===== config.mk =====
export PLATFORM = sky130hd
export DESIGN_NAME = mem_req_arbiter
export DESIGN_NICKNAME = d
export VERILOG_FILES = /design/src/rtl/psx_mem_pkg.sv /design/src/rtl/rr_arb2.sv /design/src/rtl/mem_req_arbiter.sv
export SDC_FILE = /design/constraint.sdc
export NUM_CORES = 1
export LEC_CHECK = 0
export BUFFER_PORTS_ARGS = -buffer_cell sky130_fd_sc_hd__buf_2
export CORE_AREA = 3 3 114 116
export DETAILED_ROUTE_END_ITERATION = 10
export DIE_AREA = 0 0 117 119
export PLACE_DENSITY = 0.95
export SLEW_MARGIN = 0
export SYNTH_ARGS = -nofsm -noshare
export SYNTH_HDL_FRONTEND = slang
export SYNTH_HIERARCHICAL = 1
export SYNTH_SLANG_ARGS = --single-unit

===== constraint.sdc =====
create_clock -name clk -period 2.95 [get_ports clk]
set_input_delay 0.295 -clock clk [delete_from_list [all_inputs] [get_ports clk]]
set_output_delay 0.295 -clock clk [all_outputs]
set_load 0.005 [all_outputs]

===== src/rtl/psx_mem_pkg.sv =====
// Shared types and constants for the memory request arbiter and the address interpreter path.
package psx_mem_pkg;

  typedef enum logic [1:0] {IDLE, ISSUE, RELEASE} arb_state_t;
  typedef enum logic {REQ_IF, REQ_DM} req_id_t;

  localparam logic [31:0] ERR_RDATA_DEFAULT = 32'hFFFF_FFFF;

endpackage


===== src/rtl/rr_arb2.sv =====
// Two-input round-robin grant; IF wins the first tie after reset.
module rr_arb2
  import psx_mem_pkg::*;
(
  input  logic    clk,
  input  logic    rst,
  input  logic    req_if,
  input  logic    req_dm,
  input  logic    update_en,
  output logic    gnt_valid,
  output req_id_t gnt_id
);

  req_id_t last_grant_q, last_grant_d;

  always_comb begin
    gnt_valid = req_if | req_dm;
    if (req_if && req_dm) begin
      gnt_id = (last_grant_q == REQ_DM) ? REQ_IF : REQ_DM;
    end else if (req_if) begin
      gnt_id = REQ_IF;
    end else begin
      gnt_id = REQ_DM;
    end
    last_grant_d = last_grant_q;
    if (update_en && gnt_valid) begin
      last_grant_d = gnt_id;
    end
  end

  always_ff @(posedge clk) begin
    if (rst) begin
      last_grant_q <= REQ_DM;
    end else begin
      last_grant_q <= last_grant_d;
    end
  end

endmodule


===== src/rtl/mem_req_arbiter.sv =====
// Arbitrates IF and DM requests onto the interpreter's ren/wen/ack handshake,
// with a watchdog that aborts unanswered accesses with an error completion.
module mem_req_arbiter
  import psx_mem_pkg::*;
#(
  parameter int unsigned TIMEOUT_CYCLES = 1024,
  parameter logic [31:0] ERR_RDATA      = ERR_RDATA_DEFAULT
) (
  input  logic        clk,
  input  logic        rst,
  input  logic        if_req,
  input  logic [31:0] if_addr,
  output logic [31:0] if_rdata,
  output logic        if_done,
  output logic        if_err,
  input  logic        dm_req,
  input  logic        dm_wen,
  input  logic [31:0] dm_addr,
  input  logic [31:0] dm_wdata,
  output logic [31:0] dm_rdata,
  output logic        dm_done,
  output logic        dm_err,
  output logic [31:0] mem_addr,
  output logic [31:0] mem_data_i,
  output logic        mem_ren,
  output logic        mem_wen,
  input  logic        mem_ack,
  input  logic [31:0] mem_data_o
);

  localparam int unsigned CntW = $clog2(TIMEOUT_CYCLES) + 1;
  localparam logic [CntW-1:0] CntLast = CntW'(TIMEOUT_CYCLES - 1);

  arb_state_t      state_q, state_d;
  req_id_t         gnt_id_q, gnt_id_d;
  logic [CntW-1:0] cnt_q, cnt_d;
  logic [31:0]     mem_addr_q, mem_addr_d, mem_data_i_q, mem_data_i_d;
  logic            mem_ren_q, mem_ren_d, mem_wen_q, mem_wen_d;
  logic [31:0]     if_rdata_q, if_rdata_d, dm_rdata_q, dm_rdata_d;
  logic            if_done_q, if_done_d, if_err_q, if_err_d;
  logic            dm_done_q, dm_done_d, dm_err_q, dm_err_d;

  logic    arb_update, arb_valid, is_write;
  req_id_t arb_id;

  rr_arb2 u_rr_arb2 (
    .clk       (clk),
    .rst       (rst),
    .req_if    (if_req),
    .req_dm    (dm_req),
    .update_en (arb_update),
    .gnt_valid (arb_valid),
    .gnt_id    (arb_id)
  );

  always_comb begin
    state_d      = state_q;
    gnt_id_d     = gnt_id_q;
    cnt_d        = cnt_q;
    mem_addr_d   = mem_addr_q;
    mem_data_i_d = mem_data_i_q;
    mem_ren_d    = mem_ren_q;
    mem_wen_d    = mem_wen_q;
    if_rdata_d   = if_rdata_q;
    dm_rdata_d   = dm_rdata_q;
    if_done_d    = 1'b0;
    if_err_d     = 1'b0;
    dm_done_d    = 1'b0;
    dm_err_d     = 1'b0;
    arb_update   = 1'b0;
    is_write     = 1'b0;

    unique case (state_q)
      IDLE: begin
        if (arb_valid) begin
          arb_update   = 1'b1;
          is_write     = (arb_id == REQ_DM) && dm_wen;
          gnt_id_d     = arb_id;
          mem_addr_d   = (arb_id == REQ_DM) ? dm_addr : if_addr;
          mem_data_i_d = (arb_id == REQ_DM) ? dm_wdata : 32'h0;
          mem_ren_d    = ~is_write;
          mem_wen_d    = is_write;
          cnt_d        = '0;
          state_d      = ISSUE;
        end
      end
      ISSUE: begin
        // Ack has priority over an expiring watchdog in the same cycle.
        if (mem_ack || (cnt_q == CntLast)) begin
          mem_ren_d = 1'b0;
          mem_wen_d = 1'b0;
          state_d   = RELEASE;
          if (gnt_id_q == REQ_IF) begin
            if_done_d = 1'b1;
            if_err_d  = ~mem_ack;
            if (mem_ren_q) if_rdata_d = mem_ack ? mem_data_o : ERR_RDATA;
          end else begin
            dm_done_d = 1'b1;
            dm_err_d  = ~mem_ack;
            if (mem_ren_q) dm_rdata_d = mem_ack ? mem_data_o : ERR_RDATA;
          end
        end else if (cnt_q != '1) begin
          cnt_d = cnt_q + 1'b1;
        end
      end
      RELEASE: begin
        if (!mem_ack) state_d = IDLE;
      end
      default: state_d = IDLE;
    endcase
  end

  always_ff @(posedge clk) begin
    if (rst) begin
      state_q      <= IDLE;
      gnt_id_q     <= REQ_IF;
      cnt_q        <= '0;
      mem_addr_q   <= '0;
      mem_data_i_q <= '0;
      mem_ren_q    <= 1'b0;
      mem_wen_q    <= 1'b0;
      if_rdata_q   <= '0;
      dm_rdata_q   <= '0;
      if_done_q    <= 1'b0;
      if_err_q     <= 1'b0;
      dm_done_q    <= 1'b0;
      dm_err_q     <= 1'b0;
    end else begin
      state_q      <= state_d;
      gnt_id_q     <= gnt_id_d;
      cnt_q        <= cnt_d;
      mem_addr_q   <= mem_addr_d;
      mem_data_i_q <= mem_data_i_d;
      mem_ren_q    <= mem_ren_d;
      mem_wen_q    <= mem_wen_d;
      if_rdata_q   <= if_rdata_d;
      dm_rdata_q   <= dm_rdata_d;
      if_done_q    <= if_done_d;
      if_err_q     <= if_err_d;
      dm_done_q    <= dm_done_d;
      dm_err_q     <= dm_err_d;
    end
  end

  assign mem_addr   = mem_addr_q;
  assign mem_data_i = mem_data_i_q;
  assign mem_ren    = mem_ren_q;
  assign mem_wen    = mem_wen_q;
  assign if_rdata   = if_rdata_q;
  assign if_done    = if_done_q;
  assign if_err     = if_err_q;
  assign dm_rdata   = dm_rdata_q;
  assign dm_done    = dm_done_q;
  assign dm_err     = dm_err_q;

endmodule


Word-level counts from Yosys, hierarchy flattened --
Cells that the tools add are included.
Word-level totals: input bits 134, logic and storage cells 68, bits in registers 149
Cells by class: equal/unequal tests 9, mux-type cells 23, bitwise gates (word level) 6, add/sub/neg operators 1, reduce and logical (&&, ||, !) cells 15
Operators by type and width (count):
- 32-bit 2-to-1 mux | 3
- 11-bit 2-to-1 mux | 3
- 11-bit case mux with 2 select lines | 1
- 4-bit AND reduction | 3
- 11-bit by 1-bit adder with 11-bit output (second input constant) | 1
- 11-bit by 10-bit == test with 1-bit output (second input constant) | 1
- 11-bit != test (second input constant) | 1
- 1-bit 2-to-1 mux | 10
- 2-bit != test (second input constant) | 5
- 4-bit OR reduction | 2
- 2-bit 2-to-1 mux | 3
- 2-bit case mux with 3 select lines | 1
- 3-bit AND reduction | 2
- 1-bit inverter | 5
- 1-bit case mux with 2 select lines | 2
- 1-bit logical AND | 3
- 3-bit OR reduction | 1
- 2-bit by 1-bit == test with 1-bit output (second input constant) | 1
- 2-bit == test (second input constant) | 1
- 2-bit logical NOT | 1
- 2-bit AND reduction | 1
- 2-bit nonzero test | 1
- 1-bit logical OR | 1
- 1-bit OR | 1

Depth between registers and ports, before layout --
Gate-level depths: netlist of run 1.
depth in word-level cells 6, mapped depth 8, depth with buffers taken out 5

Cells and area by module --
The synthesis of run 1 kept the hierarchy.
Modules (own cells, without submodules):
- mem_req_arbiter | times used 1, area an instance 5975.7 sq um, cells each 638
- rr_arb2 | times used 1, area an instance 57.6 sq um, cells each 7

Worst setup path before layout of run 1 --
Ideal clock, no wire load.
path kind reg-to-reg, start point register cnt_q[0], end point register if_rdata_q[10] (netlist: if_rdata[10]), data required time 2.824 ns, setup slack 1.064 ns, data arrival time 1.761 ns, stages on the path, launching flop included 7, buffers on the path 1, cell sequence dfxtp_1 > ha_1 > nand3_4 > o41ai_4 > nand4b_4 > buf_6 > mux2i_1
On the way: longest elaborated chain between the ends 3
RTL lines:
- start, declared | RTL line mem_req_arbiter.sv:36 | logic [CntW-1:0] cnt_q, cnt_d;
- start signal, assigned | RTL line mem_req_arbiter.sv:131 | cnt_q <= cnt_d;
- 11-bit by 10-bit == test with 1-bit output | RTL line mem_req_arbiter.sv:89 | if (mem_ack || (cnt_q == CntLast)) begin
- 1-bit logical OR | RTL line mem_req_arbiter.sv:89
- 4-bit AND reduction (no source line)
- end signal, assigned | RTL line mem_req_arbiter.sv:136 | if_rdata_q <= if_rdata_d;
- end, declared | RTL line mem_req_arbiter.sv:39 | logic [31:0] if_rdata_q, if_rdata_d, dm_rdata_q, dm_rdata_d;
No other way between the ends. A chain may end at the register's enable or synchronous reset.

Final worst setup path of run 1 --
start point register cnt_q[0], end point register if_rdata_q[7] (netlist: if_rdata[7])
The elaborated chain is that of the path after synthesis.

==> flow_metrics.py, run 1 <==
metrics = {
    "worst_setup_path": {
        "crit_arrival_ns": 2.57,
        "crit_type": "flop to flop",
        "cp_max_fo": 32,
        "critPathCaptureType": "flop",
        "crit_required_ns": 3.28,
        "cp-start-kind": "flop",
        "r2r_start": "cnt_q[0]",
        "crit_start": "cnt_q[0]",
    },
    "timing": {
        "max-slew-margin-rel_pct": 40.0,
        "maxSlewViolCount": 0,
        "fin_ws_ns": 0.706,
        "tns_ns": 0,
        "min_period_over_period_pct": 76.1,
        "worst_pin_slew_ns": 0.901,
        "hold_viol": 0,
        "setup_viol_count_final": 0,
        "clock_skew_ns": 0.00933,
        "post-route-min-period_ns": 2.24,
        "rsz0062_at_grt": "false",
        "clock.fmax_mhz": 446,
    },
    "routing": {
        "drc": 0,
        "final_antenna_net_count": 0,
        "drtIter0Drc": 479,
        "via_per_inst": 5.48,
        "drt_pre_antenna_iters": 7,
        "routed_wl_um": 17600,
        "vias": 5739,
        "wl_per_cell_um": 16.8,
    },
    "clocking": {
        "cts_sinks": 149,
        "ctsLongestPathBuffers": 2,
        "post_cts_buffers": 0,
        "clockRootBuffer": "clkbuf_16",
        "clk_latency_ns": 0.42,
        "cts_htree_levels": 4,
        "postCtsHoldBufs": 0,
        "cts_resized": 0,
        "cts_tree": "yes",
        "cts_made_buffers": 17,
        "cts.reportedPaths.clkPinSlew_ns": 0.06,
    },
    "pwr": {
        "power_density_mw_per_mm2": 625,
        "p_leak_nw": 4.12,
        "ir_worst_vdd_mv": 0.363,
        "total_power_mw": 5.00,
    },
    "grt": {
        "grt_pass1_vias": 5478,
        "grt_max_degree": 88,
        "antenna_found_initial": 1,
        "grt_overflow_total": 0,
        "grt_use_total_pct": 24.4,
        "grt_pass1_wl_um": 26800,
    },
    "placement": {
        "dpl_worst_slack_ns": 0.777,
        "dp_cells": 1017,
        "place_area_mm2": 0.00740,
        "io_buffers": 267,
        "gp_congestion": 0.790,
        "post-dp-hpwl_um": 12100,
    },
    "worst_hold_path": {
        "holdCritStartpoint": "mem_ack",
        "hp-class": "input pin to flop",
    },
    "yosys": {
        "synthMuxAreaShare_pct": 15.9,
        "syn_nets": 780,
        "synth_edf_count": 0,
        "yosysWarnings": 6,
        "synth-compound-area-share_pct": 13.1,
        "ys_async_sr_fraction_pct": 0,
        "ys_seq_elements": 149,
        "synthCells": 645,
        "synth.largest_area_cell": "dfxtp_1",
        "ys_seq_area_share_pct": 49.4,
        "syn_avg_cell_area_um2": 9.35,
        "ys.flop_type": "dfxtp_1",
        "synth-xor-area-share_pct": 0.145,
        "synth_top_family_by_area": "simple AND/OR/NAND/NOR gates",
        "synth_adder_area_share_pct": 0.207,
        "ys_top_cells_by_area": "dfxtp_1 (49%), mux2i_1 (16%), nand2_1 (6.6%)",
        "ys_types": 48,
        "syn_area_mm2": 0.00603,
        "yosys.area_share.simple_pct": 16.5,
        "synthDominantCellAreaShare_pct": 49.4,
    },
    "floorplanning": {
        "start_util_pct": 50.2,
        "core_mm2": 0.0120,
        "die-area_mm2": 0.0139,
        "num_io_pins": 268,
        "die_h_um": 119,
        "rows": 40,
        "die_width_um": 117,
    },
    "job": {
        "maxCapViolations": 0,
    },
    "layout": {
        "n_antenna_cell": 0,
        "multi_input_comb_area_mm2": 0.00278,
        "fillCellCount": 881,
        "stdcell_count": 1048,
        "area_growth_pct": 32.7,
        "drive_gt1_share_pct": 36.2,
        "num-nets-final": 1024,
        "fin_area_mm2": 0.00800,
        "regArea_mm2": 0.00298,
    },
    "outcome": {
        "status": "finished, final reports clean",
    },
}
[layout by cell type (no fill, tap or decap), types with 4 or more instances in the layout]
| master | instances |
|---|---|
| dfxtp_1 | 149 |
| buf_2 | 267 |
| clkinvlp_4 | 4 |
| a211oi_1 | 32 |
| nand3_1 | 43 |
| buf_4 | 10 |
| mux2i_1 | 96 |
| inv_1 | 5 |
| a21oi_1 | 42 |
| clkbuf_16 | 17 |
| nand2_1 | 106 |
| nor2_1 | 36 |
| o21ai_0 | 36 |
[final timing paths]
kind | to | slack (ns) | cells past startpoint
setup / recovery | if_rdata[7] | 0.71 | 6
hold / removal | dm_err | 0.13 | 2
setup reg to reg | if_rdata[7] | 0.71 | 6
hold reg to reg | mem_data_i[30] | 0.44 | 2
[state kept, by name (all words and copies together) (netlist names), 2 cells and up]
signal / flops
dm_rdata: 32
mem_data_i: 32
state_q: 2
if_rdata: 32
cnt_q: 11
mem_addr: 32
[metal layers]
metal / global-route usage (%) / share of wire, % / wire (um) / vias to the layer above
met5: 0 / 0.051 / 9 / -
met4: 9.68 / 2.2 / 391 / 2
met3: 8.18 / 9.2 / 1630 / 40
met2: 43.0 / 51 / 8960 / 302
met1: 26.4 / 38 / 6610 / 2642
li1: - / - / - / 2753
[layout make-up]
class	instances	share of cell area, %
clock buffer	18	5.36
clock inverter	13	2.17
inverter	7	0.328
multi-input combinational	436	34.7
sequential	149	37.3
tap	147	2.30
timing repair buffer	278	17.9
[through the flow]
step	utilization (%)	hold WS [ns]
2_1_floorplan	-	0.372
3_3_place_gp	61.6	0.436
3_5_place_dp	61.6	0.441
4_1_cts	66.6	0.110
5_1_grt	66.6	0.126
6_report	66.6	0.134
[cell usage after synthesis, types with 2 or more instances]
library cell and count:
nor2_1 36, a211oi_1 32, buf_6 6, o21ai_0 37, dfxtp_1 149, buf_2 12, or2_2 2, a21oi_1 42
and3_1 2, nor3_1 2, a311oi_1 2, or3b_2 2, nand2_1 106, or4_1 3, buf_1 2, nand4_4 2
nor2b_1 2, inv_1 6, nand4_1 2, nand3_1 43, clkbuf_1 33, mux2i_1 96
[power by group]
part	internal, mW	total [mW]	switching (mW)
Sequential	2.12	2.18	0.0616
Clock	1.34	2.21	0.870
Combinational	0.263	0.611	0.348
[logic make-up (layout without fill, tap and decap cells)]
group	Yosys count	after routing
AOI/OAI and AO/OA	126	126
muxes	96	96
DFF	149	149
buffers and inverters	60	316
adders and majority gates	1	1
and+or+nand+nor	212	212
xor gates and xnor gates	1	1
[worst max-delay path: stages, from the launching register on]
cell and delay [ns]:
dfxtp_1 0.40, ha_1 0.27, nand3_4 0.14, o41ai_4 0.58, nand4b_4 0.13, buf_4 0.31
mux2i_1 0.29
(Power assumes the default switching activity.)
==> inputs of run 2 (changes only) <==
ABC_AREA = 1   (was default)
CORE_AREA = 3 3 121 123   (was 3 3 114 116)
DIE_AREA = 0 0 124 126   (was 0 0 117 119)
PLACE_DENSITY = 0.9   (was 0.95)
clock period = 2.1 ns   (was 2.95 ns; I/O delays follow)
==> run 2 against run 1 <==
Compared with the run above: die area grew 12%; maximum frequency grew 21%; clock-buffer cell count grew 3; area after synthesis grew 7.4%; design area grew 6.3%; via count grew 15%; non-clock buffer count grew 1; largest cell class unchanged; largest power group is now sequential cells.
==> flow_metrics.py, run 2 <==
metrics = {
    "routing": {
        "via_per_inst": 4.71,
        "drtIter0Drc": 356,
        "final_antenna_net_count": 0,
        "drt_pre_antenna_iters": 5,
        "drc": 0,
        "wl_per_cell_um": 12.2,
        "vias": 6576,
        "routed_wl_um": 17100,
    },
    "yosys": {
        "synth_edf_count": 0,
        "synthMuxAreaShare_pct": 0,
        "synth_top_family_by_area": "simple AND/OR/NAND/NOR gates",
        "yosysWarnings": 6,
        "synth_commonest_cells": "nand2_1 (244), nor2_1 (182), dfxtp_1 (149)",
        "ys_top_cells_by_area": "dfxtp_1 (46%), nand2_1 (14%), nor2_1 (11%)",
        "syn_nets": 1094,
        "ys_seq_area_share_pct": 46.0,
        "ys.flop_type": "dfxtp_1",
        "synth_adder_area_share_pct": 0.193,
        "syn_avg_cell_area_um2": 6.76,
        "yosysMostFrequentCell": "nand2_1",
        "synthCells": 959,
        "ys_seq_elements": 149,
        "synth-compound-area-share_pct": 11.6,
        "ys_async_sr_fraction_pct": 0,
        "synthDominantCellAreaShare_pct": 46.0,
        "syn_area_mm2": 0.00648,
        "synth-xor-area-share_pct": 0,
        "synth.largest_area_cell": "dfxtp_1",
        "yosys.area_share.simple_pct": 31.4,
        "ys_types": 24,
    },
    "clocking": {
        "clk_latency_ns": 0.41,
        "post_cts_buffers": 0,
        "cts_htree_levels": 4,
        "clockRootBuffer": "clkbuf_16",
        "cts_made_buffers": 17,
        "cts.reportedPaths.clkPinSlew_ns": 0.06,
        "cts_tree": "yes",
        "postCtsHoldBufs": 0,
        "ctsLongestPathBuffers": 2,
        "cts_resized": 0,
        "cts_sinks": 149,
    },
    "floorplanning": {
        "die-area_mm2": 0.0156,
        "num_io_pins": 268,
        "start_util_pct": 47.1,
        "die_width_um": 124,
        "rows": 43,
        "core_mm2": 0.0138,
        "die_h_um": 126,
    },
    "outcome": {
        "status": "finished, final reports clean",
    },
    "worst_setup_path": {
        "cp-start-kind": "flop",
        "critPathCaptureType": "flop",
        "ff2ff_setup_slack_ns": 0.24,
        "crit_type": "flop to flop",
        "r2r_end": "cnt_q[5]",
        "crit_arrival_ns": 2.19,
        "crit_start": "cnt_q[0]",
        "cp_max_fo": 14,
        "r2r_start": "cnt_q[0]",
        "cp-endpoint": "cnt_q[5]",
        "r2r_cells": 9,
        "crit_required_ns": 2.43,
    },
    "placement": {
        "post-dp-hpwl_um": 12100,
        "io_buffers": 267,
        "place_area_mm2": 0.00792,
        "dp_cells": 1366,
        "gp_congestion": 0.854,
    },
    "layout": {
        "area_growth_pct": 31.3,
        "utilization_pct": 61.8,
        "final_cell_mix": "buf_2 (267), nand2_1 (243), nor2_1 (182)",
        "num-nets-final": 1340,
        "stdcell_count": 1396,
        "n_antenna_cell": 0,
        "fin_area_mm2": 0.00851,
        "drive_gt1_share_pct": 29.1,
        "layout_commonest_cell": "buf_2",
    },
    "grt": {
        "grt_pass1_vias": 5943,
        "grt_max_degree": 67,
        "grt_use_total_pct": 21.3,
        "grt_overflow_total": 0,
        "grt_pass1_wl_um": 27000,
        "antenna_found_initial": 0,
    },
    "timing": {
        "rsz0062_at_grt": "false",
        "clock_skew_ns": 0.0128,
        "worst_pin_slew_ns": 0.941,
        "min_period_over_period_pct": 88.6,
        "max-slew-margin-rel_pct": 37.2,
        "post-route-min-period_ns": 1.86,
        "maxSlewViolCount": 0,
        "hold_viol": 0,
        "hold_ws_ns": 0.0428,
        "clock.fmax_mhz": 537,
        "setup_viol_count_final": 0,
        "tns_ns": 0,
    },
    "pwr": {
        "ir_worst_vdd_mv": 0.561,
        "p_leak_nw": 4.54,
        "power_density_mw_per_mm2": 822,
    },
    "job": {
        "maxCapViolations": 0,
    },
    "worst_hold_path": {
        "hp-class": "input pin to flop",
    },
}
-- run 2: cell type report --
type,count,area (um2)
sequential,149,2980
tap,180,225
inverter,117,439
fill,1250,5260
timing repair buffer,279,1460
clock buffer,21,460
clock inverter,9,129
multi-input combinational,641,2810
-- run 2: per-layer routing --
metal,vias to the layer above,GRT usage (%),wire length [um]
met4,0,7.28,334
met3,23,7.36,1520
li1,3414,-,-
met5,-,0,0
met1,2907,25.2,6970
met2,232,35.8,8240
-- run 2: worst max-delay path, stage by stage (launching register included) --
cell and delay, ns:
dfxtp_1 0.43, ha_1 0.24, nand2_2 0.09, nor2_4 0.13, nand3_2 0.12, nand2_4 0.11, nand2_2 0.19, nand2_2 0.24
nand2_1 0.08, a21oi_1 0.15
-- run 2: worst min-delay path by stage --
stage	from	end	slack, ns	cells after the start
global route	dm_wdata[17]	mem_data_i[17]	0.03	3
global placement	mem_data_i[25]	mem_data_i[25]	0.45	2
CTS	dm_wdata[28]	mem_data_i[28]	0.03	3
finish	dm_wdata[28]	mem_data_i[28]	0.04	3
detailed placement	mem_data_i[12]	mem_data_i[12]	0.45	2
floorplan	rst	u_rr_arb2/last_grant_q	0.32	2
-- run 2: where the power goes --
part,switching [mW],internal [mW],total [mW]
clock network,1.13,1.91,3.05
registers,0.0857,2.99,3.07
logic,0.507,0.368,0.874
-- run 2: through the flow --
| stage | power, mW | setup slack [ns] |
|---|---|---|
| 2_1_floorplan | 3.62 | 0.511 |
| 3_3_place_gp | 3.98 | 0.358 |
| 3_5_place_dp | 4.01 | 0.294 |
| 4_1_cts | 7.06 | 0.245 |
| 5_1_grt | 7.33 | 0.0377 |
| 6_report | 7.00 | 0.239 |
-- run 2: cells by family (layout without fill, tap and decap cells) --
group / after synthesis / count (layout)
simple gates: 491 / 491
buf+inv: 169 / 426
compound gates: 149 / 149
flops: 149 / 149
fa+ha+maj: 1 / 1
